## config.mk

```make
export PLATFORM = sky130hd
export DESIGN_NAME = freq_meter_ctrl
export DESIGN_NICKNAME = d
export VERILOG_FILES = /design/src/rtl/freq_meter_pkg.sv /design/src/rtl/sig_edge_sync.sv /design/src/rtl/freq_meter_ctrl.sv
export SDC_FILE = /design/constraint.sdc
export NUM_CORES = 1
export LEC_CHECK = 0
export BUFFER_PORTS_ARGS = -buffer_cell sky130_fd_sc_hd__buf_2
export CORE_ASPECT_RATIO = 0.8
export CORE_MARGIN = 2
export CORE_UTILIZATION = 45
export CTS_CLUSTER_SIZE = 12
export DETAILED_ROUTE_END_ITERATION = 6
export GPL_TIMING_DRIVEN = 0
export PLACE_DENSITY = 0.66
export SLEW_MARGIN = 20
export SYNTH_ARGS = -nofsm -noshare
export SYNTH_HDL_FRONTEND = slang
export SYNTH_SLANG_ARGS = --single-unit
export TNS_END_PERCENT = 50
```

## constraint.sdc

```tcl
create_clock -name clk -period 2 [get_ports clk]
set_input_delay 0.1 -clock clk [delete_from_list [all_inputs] [get_ports clk]]
set_output_delay 0.1 -clock clk [all_outputs]
set_load 0.01 [all_outputs]
```

## src/rtl/freq_meter_pkg.sv

```systemverilog
// Shared types and constants for the frequency meter sequencer.
// Covers the FSM state encoding, the source count and the source-index fold.
package freq_meter_pkg;

    typedef enum logic [1:0] {
        IDLE   = 2'd0,
        SETTLE = 2'd1,
        GATE   = 2'd2,
        LATCH  = 2'd3
    } state_t;

    localparam int NUM_SRC   = 5;
    localparam int SRC_IDX_W = 3;

    // Out-of-range selections map to the fastest source
    function automatic logic [SRC_IDX_W-1:0] fold_idx(input logic [SRC_IDX_W-1:0] idx);
        return (idx >= SRC_IDX_W'(NUM_SRC)) ? '0 : idx;
    endfunction

endpackage

```

## src/rtl/sig_edge_sync.sv

```systemverilog
// Two-flop synchronizer for an asynchronous input, followed by a rising-edge detector.
// The rise output is high for one cycle when the synchronized level goes from 0 to 1.
module sig_edge_sync (
    input  logic clk,
    input  logic rst_n,
    input  logic sig,
    output logic rise
);

    logic meta_reg;
    logic sync_reg;
    logic prev_reg;

    always_ff @(posedge clk or negedge rst_n) begin
        if (!rst_n) begin
            meta_reg <= 1'b0;
            sync_reg <= 1'b0;
            prev_reg <= 1'b0;
        end else begin
            meta_reg <= sig;
            sync_reg <= meta_reg;
            prev_reg <= sync_reg;
        end
    end

    assign rise = sync_reg & ~prev_reg;

endmodule

```

## src/rtl/freq_meter_ctrl.sv

```systemverilog
// Frequency meter sequencer: selects or scans the divided clocks, counts rising edges
// over a fixed gate window and publishes each count with a one-cycle valid strobe.
module freq_meter_ctrl
    import freq_meter_pkg::*;
#(
    parameter int GATE_CYCLES   = 1_000_000,
    parameter int SETTLE_CYCLES = 4,
    parameter int CNT_W         = 20
) (
    input  logic                 clk,
    input  logic                 rst_n,
    input  logic [NUM_SRC-1:0]   src_in,
    input  logic                 start,
    input  logic                 scan,
    input  logic [SRC_IDX_W-1:0] src_sel,
    input  logic                 abort,
    output logic                 busy,
    output logic                 result_valid,
    output logic [CNT_W-1:0]     freq_cnt,
    output logic [SRC_IDX_W-1:0] freq_idx,
    output logic                 overflow
);

    localparam int MAX_CYC = (GATE_CYCLES > SETTLE_CYCLES) ? GATE_CYCLES : SETTLE_CYCLES;
    localparam int TMR_W   = $clog2(MAX_CYC + 1);
    localparam logic [TMR_W-1:0]     GATE_LOAD   = TMR_W'(GATE_CYCLES - 1);
    localparam logic [TMR_W-1:0]     SETTLE_LOAD = TMR_W'(SETTLE_CYCLES - 1);
    localparam logic [CNT_W-1:0]     CNT_MAX     = '1;
    localparam logic [SRC_IDX_W-1:0] LAST_IDX    = SRC_IDX_W'(NUM_SRC - 1);

    state_t               state_reg;
    logic [TMR_W-1:0]     timer_reg;
    logic [SRC_IDX_W-1:0] idx_reg;
    logic                 scan_reg;
    logic [CNT_W-1:0]     cnt_reg;
    logic [CNT_W-1:0]     cnt_next;
    logic                 ovf_reg;
    logic                 ovf_next;
    logic                 src_mux;
    logic                 src_rise;

    // idx_reg is always folded into 0..NUM_SRC-1, so the select stays in range
    assign src_mux = src_in[idx_reg];

    sig_edge_sync u_edge_sync (
        .clk  (clk),
        .rst_n(rst_n),
        .sig  (src_mux),
        .rise (src_rise)
    );

    always_comb begin
        cnt_next = cnt_reg;
        ovf_next = ovf_reg;
        if (src_rise) begin
            if (cnt_reg == CNT_MAX) begin
                ovf_next = 1'b1;
            end else begin
                cnt_next = cnt_reg + 1'b1;
            end
        end
    end

    always_ff @(posedge clk or negedge rst_n) begin
        if (!rst_n) begin
            state_reg    <= IDLE;
            timer_reg    <= '0;
            idx_reg      <= '0;
            scan_reg     <= 1'b0;
            cnt_reg      <= '0;
            ovf_reg      <= 1'b0;
            busy         <= 1'b0;
            result_valid <= 1'b0;
            freq_cnt     <= '0;
            freq_idx     <= '0;
            overflow     <= 1'b0;
        end else begin
            result_valid <= 1'b0;
            if (abort) begin
                // Also masks a simultaneous start while IDLE
                state_reg <= IDLE;
                timer_reg <= '0;
                busy      <= 1'b0;
            end else begin
                case (state_reg)
                    IDLE: begin
                        if (start) begin
                            scan_reg  <= scan;
                            idx_reg   <= scan ? '0 : fold_idx(src_sel);
                            timer_reg <= SETTLE_LOAD;
                            state_reg <= SETTLE;
                            busy      <= 1'b1;
                        end
                    end
                    SETTLE: begin
                        if (timer_reg == '0) begin
                            state_reg <= GATE;
                            timer_reg <= GATE_LOAD;
                            cnt_reg   <= '0;
                            ovf_reg   <= 1'b0;
                        end else begin
                            timer_reg <= timer_reg - 1'b1;
                        end
                    end
                    GATE: begin
                        cnt_reg <= cnt_next;
                        ovf_reg <= ovf_next;
                        if (timer_reg == '0) begin
                            // Publish including any edge seen on the final gate cycle
                            state_reg    <= LATCH;
                            timer_reg    <= '0;
                            freq_cnt     <= cnt_next;
                            overflow     <= ovf_next;
                            freq_idx     <= idx_reg;
                            result_valid <= 1'b1;
                        end else begin
                            timer_reg <= timer_reg - 1'b1;
                        end
                    end
                    LATCH: begin
                        if (scan_reg && (idx_reg != LAST_IDX)) begin
                            idx_reg   <= idx_reg + 1'b1;
                            timer_reg <= SETTLE_LOAD;
                            state_reg <= SETTLE;
                        end else begin
                            timer_reg <= '0;
                            state_reg <= IDLE;
                            busy      <= 1'b0;
                        end
                    end
                    default: begin
                        state_reg <= IDLE;
                        timer_reg <= '0;
                        busy      <= 1'b0;
                    end
                endcase
            end
        end
    end

endmodule
```

# Yosys cells after proc, flatten, opt, wreduce, memory -nomap -nowiden
# Cells that the tools add are included.
[op_classes] add_sub_neg=3 magnitude_cmp=2 eq_ne=12 muxes=34 n_bitwise=3 reduce_logical=12
[op_table] op="$mux 20" n=7
[op_table] op="$pmux 20 s4" n=1
[op_table] op="$pmux 20 s2" n=1
[op_table] op="$add 20x1->20 const B" n=1
[op_table] op="$eq 20x20->1 const B" n=1
[op_table] op="$logic_not 20->1" n=1
[op_table] op="$sub 20x1->20 const B" n=1
[op_table] op="$ne 3x3->1 const B" n=5
[op_table] op="$reduce_and 3->1" n=5
[op_table] op="$mux 3" n=4
[op_table] op="$mux 1" n=11
[op_table] op="$mux 2" n=5
[op_table] op="$pmux 2 s4" n=1
[op_table] op="$ne 2x2->1 const B" n=3
[op_table] op="$pmux 3 s2" n=1
[op_table] op="$eq 2x2->1 const B" n=2
[op_table] op="$lt 3x4->1 const B" n=1
[op_table] op="$pmux 1 s2" n=2
[op_table] op="$reduce_and 4->1" n=1
[op_table] op="$reduce_bool 2->1" n=2
[op_table] op="$add 3x1->3 const B" n=1
[op_table] op="$bmux 1 s3" n=1
[op_table] op="$ge 3x3->1 const B" n=1
[op_table] op="$reduce_bool 3->1" n=1
[op_table] op="other kinds (5)" n=6
[totals] ff_bits=76 input_bits=13 output_inout_bits=26 word_cells=80

# Depth between registers and ports, before layout
[depth] depth_word=5 mapped_depth=9 mapped_depth_nobuf=7

# Cells and area by module
# Synthesis repeated with hierarchy kept, for this count alone.
[hier_totals] hier_cells=458 area_unflattened_um2=4291.6
[by_module_without_submodules] module="freq_meter_ctrl" instances=1 cells_each=454 area_per_inst_um2=4202.8 seq_area_each_um2=1826.8
[by_module_without_submodules] module="sig_edge_sync" instances=1 cells_each=4 area_per_inst_um2=88.8 seq_area_each_um2=75.1

# Worst setup path after synthesis
# Ideal clock, no wire load.
[synth_timing] path_type="register to register" startpoint="register timer_reg[10]" endpoint="register cnt_reg[15]" setup_ps=119 arrival_time_ps=1815 t_required_ps=1881 slack_ps=66 path_stages_with_launch=7 n_path_buf=1 synth_period_minus_slack_ps=1934 path_cell_list="dfrtp_1 nor4_2 nand2_1 o31ai_1 buf_2 o21ai_0 a21bo_2"
[synth_via] elab_chain_cells=3
[synth_lines] item="start, declared" line_no="freq_meter_ctrl.sv:32" source="logic [TMR_W-1:0] timer_reg;"
[synth_lines] item="start signal, assigned" line_no="freq_meter_ctrl.sv:102" source="timer_reg <= timer_reg - 1'b1;"
[synth_lines] item="start signal, assigned" line_no="freq_meter_ctrl.sv:117" source="timer_reg <= timer_reg - 1'b1;"
[synth_lines] item="$logic_not 20->1" line_no="freq_meter_ctrl.sv:96" source="if (timer_reg == '0) begin"
[synth_lines] item="$ne 2x2->1 (no source line)"
[synth_lines] item="$reduce_and 3->1 (no source line)"
[synth_lines] item="end signal, assigned" line_no="freq_meter_ctrl.sv:106" source="cnt_reg <= cnt_next;"
[synth_lines] item="end, declared" line_no="freq_meter_ctrl.sv:35" source="logic [CNT_W-1:0] cnt_reg;"
# No other way between the ends.
# A chain may end at the register's enable or synchronous reset.

# Worst setup path in the final report
[layout_timing] startpoint="register timer_reg[8]" endpoint="register cnt_reg[10]"
# Same word-level chain as after synthesis.

==> impl_results.rst <==
.. list-table::
   :header-rows: 1

   * - Metric
     - Value
   * - Cell repeated most along the worst path
     - buf_6
   * - Largest net degree at the start of global routing
     - 43
   * - Total count of max-transition violations in the final report
     - 0
   * - Final-layout setup total negative slack
     - -0.448 ns
   * - Clock tree skew after final layout
     - 0.00733 ns
   * - MaxCap Viol Count
     - 0
   * - Num CTS Buffers
     - 9
   * - Sort of element at the end of the critical path
     - register
   * - Flip-flop cell with the highest count after synthesis
     - dfrtp_1
   * - Final hold slack
     - 0.0286 ns
   * - Height of the die
     - 91.9 um
   * - Worst path max stage delay
     - 0.48 ns
   * - Cell area power density
     - 1420 mW/mm^2
   * - Most repeated cell in the gate-level netlist after synthesis
     - dfrtp_1
   * - Number of antenna-violating nets in the routed design
     - 0
   * - Worst setup margin
     - -0.0618 ns
   * - Final global-route overflow total
     - 0
   * - Bufs on Longest Clock Path
     - 2
   * - Max-slew headroom at the worst pin
     - 0.622
   * - Fraction of registers with async set or reset after synthesis
     - 1.00
   * - DRC violation count after routing
     - 0
   * - TritonCTS Sinks
     - 76
   * - Status
     - finished with violations
   * - Routed wire length
     - 13100 um
   * - Row count
     - 32
   * - Number of standard cells in the layout, taps in and fillers out
     - 688
   * - Data required, critical path
     - 2.23 ns
   * - Average cell area after synthesis
     - 9.24 sq um
   * - Tot GR Track Use
     - 0.236
   * - Number of enable flip-flop cells after synthesis
     - 0
   * - Count of state elements after synthesis
     - 76
   * - Top-level port count
     - 39
   * - Utilization after layout
     - 0.637
   * - Final hold viol count
     - 0
   * - Area added between synthesis and finish
     - 39.8%
   * - Total via count in the routed design
     - 4238
   * - Clock latency on the worst-skew pair
     - 0.34 ns
   * - Detailed-placement wirelength estimate
     - 7780 um
   * - Critical path class
     - reg -> reg
   * - Static power due to leakage
     - 2.60 nW
   * - Number of cells in the design after placement
     - 628
   * - Top-area cell type share of the netlist area
     - 0.438
   * - Core ar.
     - 0.00953 sq mm
   * - Slew at the pin closest to its max-slew limit
     - between 0.5 and 0.6 ns
   * - Initial DRT Pass Iterations
     - 5
   * - Distinct cell type count of the synthesized netlist
     - a little over 70
   * - Clock tree from TritonCTS
     - yes
   * - Dominant cells by area after synthesis
     - dfrtp_1, o21ai_0, nand2_1
   * - Top cell type by total area after synthesis
     - dfrtp_1
   * - Tcrit/Tclk final
     - 1.03
   * - Critical-path cell list
     - nor4_4 -> buf_4 -> nand2_2 -> o31ai_4 -> buf_6 -> buf_6 -> o211ai_1 -> nor2b_2
   * - Power Total
     - 8.59 mW
   * - Setup-failing EPs final
     - 19
   * - Fraction of final layout cells sized beyond drive strength 1
     - 0.408
   * - Achievable clock frequency
     - 0.485 GHz
   * - Initial DRC count
     - between 300 and 400
   * - Unrepaired setup endpoints after global routing
     - yes
   * - Number of antenna violations at the first check in global routing
     - 0
   * - Yosys Warn Count
     - 0
   * - Clock slew at the register clock pins of the worst setup and hold paths
     - 0.06 ns
   * - Initial standard-cell utilization of the core
     - 0.456
   * - Min Tclk post-route
     - 2.06 ns
   * - Worst setup SP type
     - register
   * - Violated checks
     - negative setup slack
   * - Quantity of I/O buffers inserted on ports
     - 38
   * - Filler cell count
     - 738
   * - DIE WIDTH
     - 114 um
   * - Synthesized area
     - 0.00434 sq mm
   * - CP max stage cell
     - dfrtp_1
   * - Design Area, Final
     - 0.00607 sq mm
   * - Global-route wire length before repair
     - 19500 um
   * - Placed instance area
     - 0.00470 sq mm
   * - Net count of the finished layout
     - approximately 600
   * - Die Footprint
     - 0.0105 sq mm
   * - Data arrival time at the worst-slack endpoint
     - 2.29 ns
   * - Count of mapped cells out of synthesis
     - 470
   * - Peak fanout along the critical path
     - 7
   * - Cell chosen for the clock root
     - clkbuf_16
   * - Sequential fraction of the synthesis area
     - 0.438
   * - Top post-synthesis cells by count
     - dfrtp_1, nand2_1, o21ai_0, a21oi_1, nor2_1
   * - Maximum vdd ir drop
     - around 0.83 mV
   * - Via count of the first global-routing pass
     - 3894
   * - Dpl ws
     - -0.428 ns
   * - Number of H-tree branching levels
     - 3
   * - Hold Crit Class
     - in -> reg
   * - Antenna diode count
     - 0
   * - Syn nets
     - 492
   * - Detail-routed via count per cell
     - approximately 6.2
   * - Global placement routability congestion
     - approximately 0.9
   * - Routed len/inst
     - between 15 and 20 um
-- layout make-up --
type,count,area [sq um],share of cell area
Timing Repair Buffer,87,627,0.103
Buffer,16,170,0.0280
Sequential cell,76,1920,0.317
Clock inverter,4,47.5,0.00783
Inverter,18,67.6,0.0111
Tap cell,119,149,0.0245
Multi-Input combinational cell,356,2830,0.467
Clock buffer,12,256,0.0422
-- cell families (layout without fill, tap and decap cells) --
| group | count (synthesis) | after routing | share of synthesized area |
|---|---|---|---|
| buf+inv | 38 | 137 | 0.0377 |
| xor+xnor | 14 | 14 | 0.0282 |
| compound gates | 158 | 158 | 0.237 |
| fa+ha+maj | 9 | 9 | 0.0259 |
| flops | 76 | 76 | 0.438 |
| simple gates | 169 | 169 | 0.216 |
| mux | 6 | 6 | 0.0170 |
-- what timing repair did --
action	CTS	global route
hold buffers	2	0
setup endpoints to repair	69	69
setup buffers	13	27
resized for setup	74	118
pin swaps	9	37
gates cloned	1	5
hold endpoints to repair	35	0
-- worst max-delay path, delay by kind of cell (launching register included) --
family / cells / cell delay, ns
AO/OA/AOI/OAI: 2 / 0.40
AND/OR/NAND/NOR: 3 / 0.59
buffers and inverters: 3 / 0.48
flip-flops: 1 / 0.48
-- power by group --
group	switching, mW	internal [mW]
Sequential	0.398	1.86
Combinational	2.55	2.11
Clock	0.642	1.03
-- path summary, 6_finish.rpt --
path | endpoint | from | slack, ns | cells after the start
max | cnt_reg[10] | timer_reg[8] | -0.06 | 8
min | scan_reg | scan | 0.03 | 2
max reg2reg | cnt_reg[10] | timer_reg[8] | -0.06 | 8
min reg2reg | u_edge_sync.sync_reg | u_edge_sync.meta_reg | 0.35 | 0
max in group asynchronous | cnt_reg[8] | rst_n | 1.13 | 3
min in group asynchronous | timer_reg[4] | rst_n | 0.26 | 2
-- layer usage --
layer | track usage | routed length (um) | up-vias
met4 | 0.0772 | 272 | 0
met1 | 0.335 | 5920 | 2090
met3 | 0.0522 | 830 | 27
li1 | - | - | 1946
met5 | 0 | 0 | -
met2 | 0.361 | 6100 | 175
-- placed cells by master, fill, tap and decap left out, drive strengths merged, types with 13 or more instances in the layout --
| cell type | instances |
|---|---|
| nand3 | 17 |
| a31oi | 20 |
| nor3 | 13 |
| buf | 97 |
| a21oi | 31 |
| dfrtp | 76 |
| inv | 18 |
| o21ai | 45 |
| clkbuf | 16 |
| nand2 | 49 |
| nor2 | 25 |
Power figures use the tool's default switching activity.
